[src/rtl/btb_pkg.sv]
// Sizing helpers and direction-counter constants shared by the branch target buffer files.
package btb_pkg;

  function automatic int btb_idx_w(input int entries);
    int w;
    w = 0;
    while ((1 << w) < entries) w++;
    return w;
  endfunction

  // PC bits [1:0] never take part in addressing, so the tag starts above the index.
  function automatic int btb_tag_w(input int addr_w, input int entries);
    return addr_w - btb_idx_w(entries) - 2;
  endfunction

  function automatic int btb_ctr_max(input int ctr_w);
    return (1 << ctr_w) - 1;
  endfunction

  function automatic int btb_ctr_wt(input int ctr_w);
    return 1 << (ctr_w - 1);
  endfunction

endpackage

[src/rtl/btb_sat_counter.sv]
// Next-state function of one saturating direction counter; preset loads weakly-taken.
module btb_sat_counter
  import btb_pkg::*;
#(
  parameter int CTR_W = 2
) (
  input  logic [CTR_W-1:0] ctr_q,
  input  logic             inc,
  input  logic             dec,
  input  logic             preset,
  output logic [CTR_W-1:0] ctr_d
);

  localparam logic [CTR_W-1:0] CTR_MAX = CTR_W'(btb_ctr_max(CTR_W));
  localparam logic [CTR_W-1:0] CTR_WT  = CTR_W'(btb_ctr_wt(CTR_W));

  always_comb begin
    ctr_d = ctr_q;
    if (preset)
      ctr_d = CTR_WT;
    else if (inc && (ctr_q != CTR_MAX))
      ctr_d = ctr_q + CTR_W'(1);
    else if (dec && (ctr_q != '0))
      ctr_d = ctr_q - CTR_W'(1);
  end

endmodule

[src/rtl/branch_target_buffer.sv]
// Direct-mapped BTB with per-entry saturating direction counters and update statistics.
// Define BTB_BYPASS_EN to forward a same-cycle matching update to the lookup outputs.
module branch_target_buffer
  import btb_pkg::*;
#(
  parameter int ENTRIES = 16,
  parameter int ADDR_W  = 32,
  parameter int CTR_W   = 2,
  parameter int STAT_W  = 16
) (
  input  logic              clk_i,
  input  logic              rst_i,
  input  logic              start_i,
  input  logic              flush_i,
  input  logic [ADDR_W-1:0] pc_i,
  output logic              pred_hit_o,
  output logic              pred_taken_o,
  output logic [ADDR_W-1:0] pred_target_o,
  input  logic              upd_valid_i,
  input  logic [ADDR_W-1:0] upd_pc_i,
  input  logic              upd_taken_i,
  input  logic [ADDR_W-1:0] upd_target_i,
  output logic              mispred_o,
  output logic [STAT_W-1:0] stat_upd_o,
  output logic [STAT_W-1:0] stat_mispred_o
);

  localparam int IDX_W = btb_idx_w(ENTRIES);
  localparam int TAG_W = btb_tag_w(ADDR_W, ENTRIES);

  typedef struct packed {
    logic              valid;
    logic [TAG_W-1:0]  tag;
    logic [ADDR_W-1:0] target;
    logic [CTR_W-1:0]  ctr;
  } entry_t;

  function automatic logic [STAT_W-1:0] sat_inc(input logic [STAT_W-1:0] v);
    return (&v) ? v : v + STAT_W'(1);
  endfunction

  entry_t            tbl_q [ENTRIES];
  logic [CTR_W-1:0]  ctr_d [ENTRIES];
  logic              mispred_p1;
  logic [STAT_W-1:0] stat_upd_q;
  logic [STAT_W-1:0] stat_mis_q;

  logic [IDX_W-1:0] lk_idx, u_idx;
  logic [TAG_W-1:0] lk_tag, u_tag;
  entry_t           lk_ent, u_ent;
  logic             lk_hit, u_hit, u_pred, u_mis, upd_acc, alloc;
  logic             unused_lsb;

  assign lk_idx = pc_i[IDX_W+1:2];
  assign lk_tag = pc_i[ADDR_W-1:IDX_W+2];
  assign u_idx  = upd_pc_i[IDX_W+1:2];
  assign u_tag  = upd_pc_i[ADDR_W-1:IDX_W+2];
  assign unused_lsb = ^{pc_i[1:0], upd_pc_i[1:0]};

  assign lk_ent = tbl_q[lk_idx];
  assign lk_hit = lk_ent.valid && (lk_ent.tag == lk_tag);

  // Prediction the IF stage would have made for the resolving branch, from pre-update state.
  assign u_ent   = tbl_q[u_idx];
  assign u_hit   = u_ent.valid && (u_ent.tag == u_tag);
  assign u_pred  = u_hit && u_ent.ctr[CTR_W-1];
  assign u_mis   = (u_pred != upd_taken_i) ||
                   (u_pred && upd_taken_i && (u_ent.target != upd_target_i));
  assign upd_acc = upd_valid_i && start_i && !flush_i;
  assign alloc   = upd_acc && upd_taken_i;

  for (genvar i = 0; i < ENTRIES; i++) begin : g_ctr
    logic sel;
    assign sel = upd_acc && (u_idx == IDX_W'(i));
    btb_sat_counter #(.CTR_W(CTR_W)) u_ctr (
      .ctr_q  (tbl_q[i].ctr),
      .inc    (sel && u_hit && upd_taken_i),
      .dec    (sel && u_hit && !upd_taken_i),
      .preset (sel && !u_hit && upd_taken_i),
      .ctr_d  (ctr_d[i])
    );
  end

`ifdef BTB_BYPASS_EN
  logic fwd;
  assign fwd = upd_acc && (u_idx == lk_idx) && (u_tag == lk_tag) && (u_hit || upd_taken_i);
`endif

  always_comb begin
    pred_hit_o    = 1'b0;
    pred_taken_o  = 1'b0;
    pred_target_o = '0;
    if (start_i) begin
`ifdef BTB_BYPASS_EN
      if (fwd) begin
        pred_hit_o    = 1'b1;
        pred_taken_o  = ctr_d[u_idx][CTR_W-1];
        pred_target_o = upd_taken_i ? upd_target_i : u_ent.target;
      end else
`endif
      if (lk_hit) begin
        pred_hit_o    = 1'b1;
        pred_taken_o  = lk_ent.ctr[CTR_W-1];
        pred_target_o = lk_ent.target;
      end
    end
  end

  // Stage p0 -> p1: table write, mispredict flag and statistics.
  always_ff @(posedge clk_i or negedge rst_i) begin
    if (!rst_i) begin
      for (int i = 0; i < ENTRIES; i++) tbl_q[i] <= '0;
      mispred_p1 <= 1'b0;
      stat_upd_q <= '0;
      stat_mis_q <= '0;
    end else begin
      for (int i = 0; i < ENTRIES; i++) tbl_q[i].ctr <= ctr_d[i];
      if (flush_i) begin
        for (int i = 0; i < ENTRIES; i++) tbl_q[i].valid <= 1'b0;
      end else if (alloc) begin
        tbl_q[u_idx].valid  <= 1'b1;
        tbl_q[u_idx].tag    <= u_tag;
        tbl_q[u_idx].target <= upd_target_i;
      end
      mispred_p1 <= upd_acc && u_mis;
      if (upd_acc) begin
        stat_upd_q <= sat_inc(stat_upd_q);
        if (u_mis) stat_mis_q <= sat_inc(stat_mis_q);
      end
    end
  end

  assign mispred_o      = mispred_p1;
  assign stat_upd_o     = stat_upd_q;
  assign stat_mispred_o = stat_mis_q;

endmodule

[config.mk]
export PLATFORM = sky130hd
export DESIGN_NAME = branch_target_buffer
export DESIGN_NICKNAME = d
export VERILOG_FILES = /design/src/rtl/btb_pkg.sv /design/src/rtl/btb_sat_counter.sv /design/src/rtl/branch_target_buffer.sv
export SDC_FILE = /design/constraint.sdc
export NUM_CORES = 2
export LEC_CHECK = 0
export BUFFER_PORTS_ARGS = -buffer_cell sky130_fd_sc_hd__buf_2
export CELL_PAD_IN_SITES_DETAIL_PLACEMENT = 1
export CELL_PAD_IN_SITES_GLOBAL_PLACEMENT = 1
export CORE_MARGIN = 4
export CORE_UTILIZATION = 53
export CTS_CLUSTER_DIAMETER = 50
export DETAILED_ROUTE_END_ITERATION = 8
export GPL_TIMING_DRIVEN = 1
export PLACE_DENSITY_LB_ADDON = 0.2
export RECOVER_POWER = 50
export SLEW_MARGIN = 10
export SYNTH_ARGS = -nofsm -noshare
export SYNTH_HDL_FRONTEND = slang
export SYNTH_SLANG_ARGS = --single-unit
[constraint.sdc]
create_clock -name clk_i -period 5.6 [get_ports clk_i]
set_clock_uncertainty 0.15 [all_clocks]
set_input_delay 0.56 -clock clk_i [delete_from_list [all_inputs] [get_ports clk_i]]
set_output_delay 0.56 -clock clk_i [all_outputs]
set_load 0.05 [all_outputs]
==> results.ini <==
[power]
p_leak_nw = 29.1
max-vdd-ir-drop_v = 0.000258
cellPowerDensity_nw_per_um2 = 318

[routing]
drc = 0
ant_nets = 0
highest-signal-layer = met5
wl_met3_um = 13000
avgViaCountPerCell = 6.68
num_vias = 38300
routed_wl_um = 179000
wl_met1_um = 72800
met2_length_um = 86200
first_iter_violations = 3871
drt_pre_antenna_iters = 6
wire_per_inst_um = 31.2

[synthesis]
syn_area_um2 = 55200
synthTopCellsByArea = dfrtp_1 46%, mux4_2 21%, mux2_2 14%, nand2_1 5.4%, mux2i_1 1.9%
synth-edff-count = 0
synth_cell_types = 52
synth_nets = 4346
synth-seq-cells = 1009
yosysTopAreaCell = dfrtp_1
ys.flop_type = dfrtp_1
synthArstFlopShare = 1.00
netlist_top_cells_count = 1009 x dfrtp_1, 795 x nand2_1, 698 x mux2_2, 522 x mux4_2, 247 x clkbuf_1
synth_top_cell_area_share = 0.457
syn-instance-count = 4209
ys_warn_count = 0
ys_seq_area_frac = 0.457
yosysMostFrequentCell = dfrtp_1
syn_area_per_cell_um2 = 13.1

[floorplanning]
ioPinCount = 169
core_um2 = 103000
dieArea_um2 = 109000
chipHeight_um = 331
die_x_um = 331
start_util = 0.533
rows = 118

[placement]
post-place-ws_ns = 0.0734
post_dp_cell_area_um2 = 57800
place.gp.congestion = 0.809
hpwl_um = 103000
io_buffers = 164
place_inst = 5487

[setup_path]
cp.required_ns = 4.89
critPathLaunch = pc_i[2]
path_cells = buf_8, buf_12, buf_4, mux4_2, nor2b_1, a211oi_1, a21oi_1, xor2_1, nor4_1, buf_4, nand4_1, buf_4, nor2b_1, buf_2
end_kind = primary output
critPathLaunchType = input pin
r2r-end = stat_mispred_o[14]$_DFFE_PN0P_
rrSetupSlack_ns = 0.75
slowest_delay_ns = 0.53
critPathArrivalTime_ns = 4.46
path_class = input pin to primary output
worst-r2r-cell-count = 15
critPathSlowestCell = mux4_2
crit_end = pred_target_o[13]
crit_top_cell = buf_4
cp_max_fo = 38
worst_r2r_startpoint = tbl_q[43]$_DFFE_PN0P_

[global_route]
antenna_found_initial = 14
grt_pass1_wl_um = 271000
grt-ovfl-total = 0
grt_max_degree = 170
first_global_vias = 41400
track_usage = 0.332

[sta]
tightest_slew_ns = 2.97
fin_crit_sh = 0.924
rsz0062_at_grt = false
fin_setup_tns_ns = 0
relSlewSlack = -0.983
setup_viol = 0
slew_violations = 464
period_needed_ns = 5.17
whs_ns = 0.0469
fmax_mhz = 193
layout_setup_ws_ns = 0.426
finalHoldViolCount = 0

[clock_tree]
clkSlewWorstSetupHoldPaths_ns = 0.06
clk_latency_ns = 0.75
clock_sinks = 1009
clockBufferDepth = 3
cts_tree = yes
cts_resized = 0
root_buffer = clkbuf_16
htreeDepth = 4
cts_made_buffers = 132

[final_layout]
finalNonFillerCells = 5731
area_growth_pct = 12.7
nNetsFinal = 4379
final_area_um2 = 62200
drive_gt1_frac = 0.398

[status]
status = complete, but fails checks
violations = capacitance limit, slew limit

[worst_hold_path]
worstHoldPathType = input pin to register

[job]
max-cap-violations = 5

## cells by family after synthesis
group	share of synthesized area
AO/OA/AOI/OAI	0.0263
XOR/XNOR	0.0200
adder cells (fa/ha/maj)	0.00793
buffers and inverters	0.0348
flip-flops	0.457
multiplexers	0.375
AND/OR/NAND/NOR	0.0790
## per-layer routing
layer,up-vias,global-route usage
met5,-,0
met4,10,0.120
met3,410,0.0656
met2,1506,0.536
met1,20800,0.453
li1,15500,-
## critical path, delay by kind of cell
kind            cells  cell delay, ns
buf+inv             6            1.82
simple gates        4            0.87
xor+xnor            1            0.17
mux                 1            0.53
compound gates      2            0.45
## registers in the layout (all words and copies together), names as in the netlist
name	flops
tbl_q	976
stat_mispred_o	16
stat_upd_o	16
mispred_o	1
## cells in the final DEF, fill, tap and decap left out, drive strengths merged, types with 9 or more instances in the layout
| master | n |
|---|---|
| a221oi | 11 |
| a22o | 12 |
| mux2 | 700 |
| xnor2 | 77 |
| clkinv | 20 |
| a21oi | 51 |
| buf | 253 |
| dfrtp | 1009 |
| nand3 | 20 |
| a22oi | 18 |
| nor2b | 48 |
| mux2i | 104 |
| nand2 | 796 |
| nand4 | 24 |
| o211ai | 19 |
| nor3b | 11 |
| mux4 | 522 |
| a31oi | 26 |
| or3 | 38 |
| inv | 66 |
| clkbuf | 223 |
| clkinvlp | 13 |
| nor3 | 21 |
| diode | 9 |
| nor2 | 24 |
| o21ai | 62 |
| ha | 35 |
| bufinv | 14 |
| a211oi | 11 |
| nor4 | 10 |
| xor2 | 49 |
## repair_timing
action / in CTS / in global routing
endpoints found under the hold margin: 87 / 0
hold buffers: 1 / 0
buffers inserted: 0 / 0
## metrics by stage
step | util | power, mW
2_1_floorplan | - | 10.1
3_3_place_gp | 0.558 | 10.9
3_5_place_dp | 0.558 | 11.0
4_1_cts | 0.602 | 19.9
5_1_grt | 0.601 | 20.5
6_report | 0.601 | 19.8
## how the worst min path moves through the flow
stage | from | depth (start not counted) | end
finish | upd_pc_i[24] | 3 | tbl_q[357]$_DFFE_PN0P_
global route | upd_pc_i[9] | 3 | tbl_q[37]$_DFFE_PN0P_
CTS | upd_pc_i[10] | 3 | tbl_q[587]$_DFFE_PN0P_
detailed placement | tbl_q[592]$_DFFE_PN0P_ | 2 | tbl_q[592]$_DFFE_PN0P_
global placement | tbl_q[592]$_DFFE_PN0P_ | 2 | tbl_q[592]$_DFFE_PN0P_
floorplan | rst_i | 0 | mispred_o$_DFF_PN0_
## layout make-up
type / instances / area, um^2
Inverter: 59 / 221
Antenna cell: 9 / 22.5
Fill cell: 9885 / 41300
Clock buffer: 180 / 3820
Sequential cell: 1009 / 25200
Multi-Input combinational cell: 2743 / 28200
Tap cell: 1380 / 1730
Timing Repair Buffer: 297 / 2260
Clock inverter: 54 / 709
## where the power goes
part           switching (mW)  leakage [nW]  internal, mW  total [mW]
Clock                    3.39          2.19          5.44        8.83
Sequential              0.515          13.7          7.88        8.40
Combinational            1.29          13.3          1.26        2.55
Note: power is estimated with default switching activity, not from simulation.
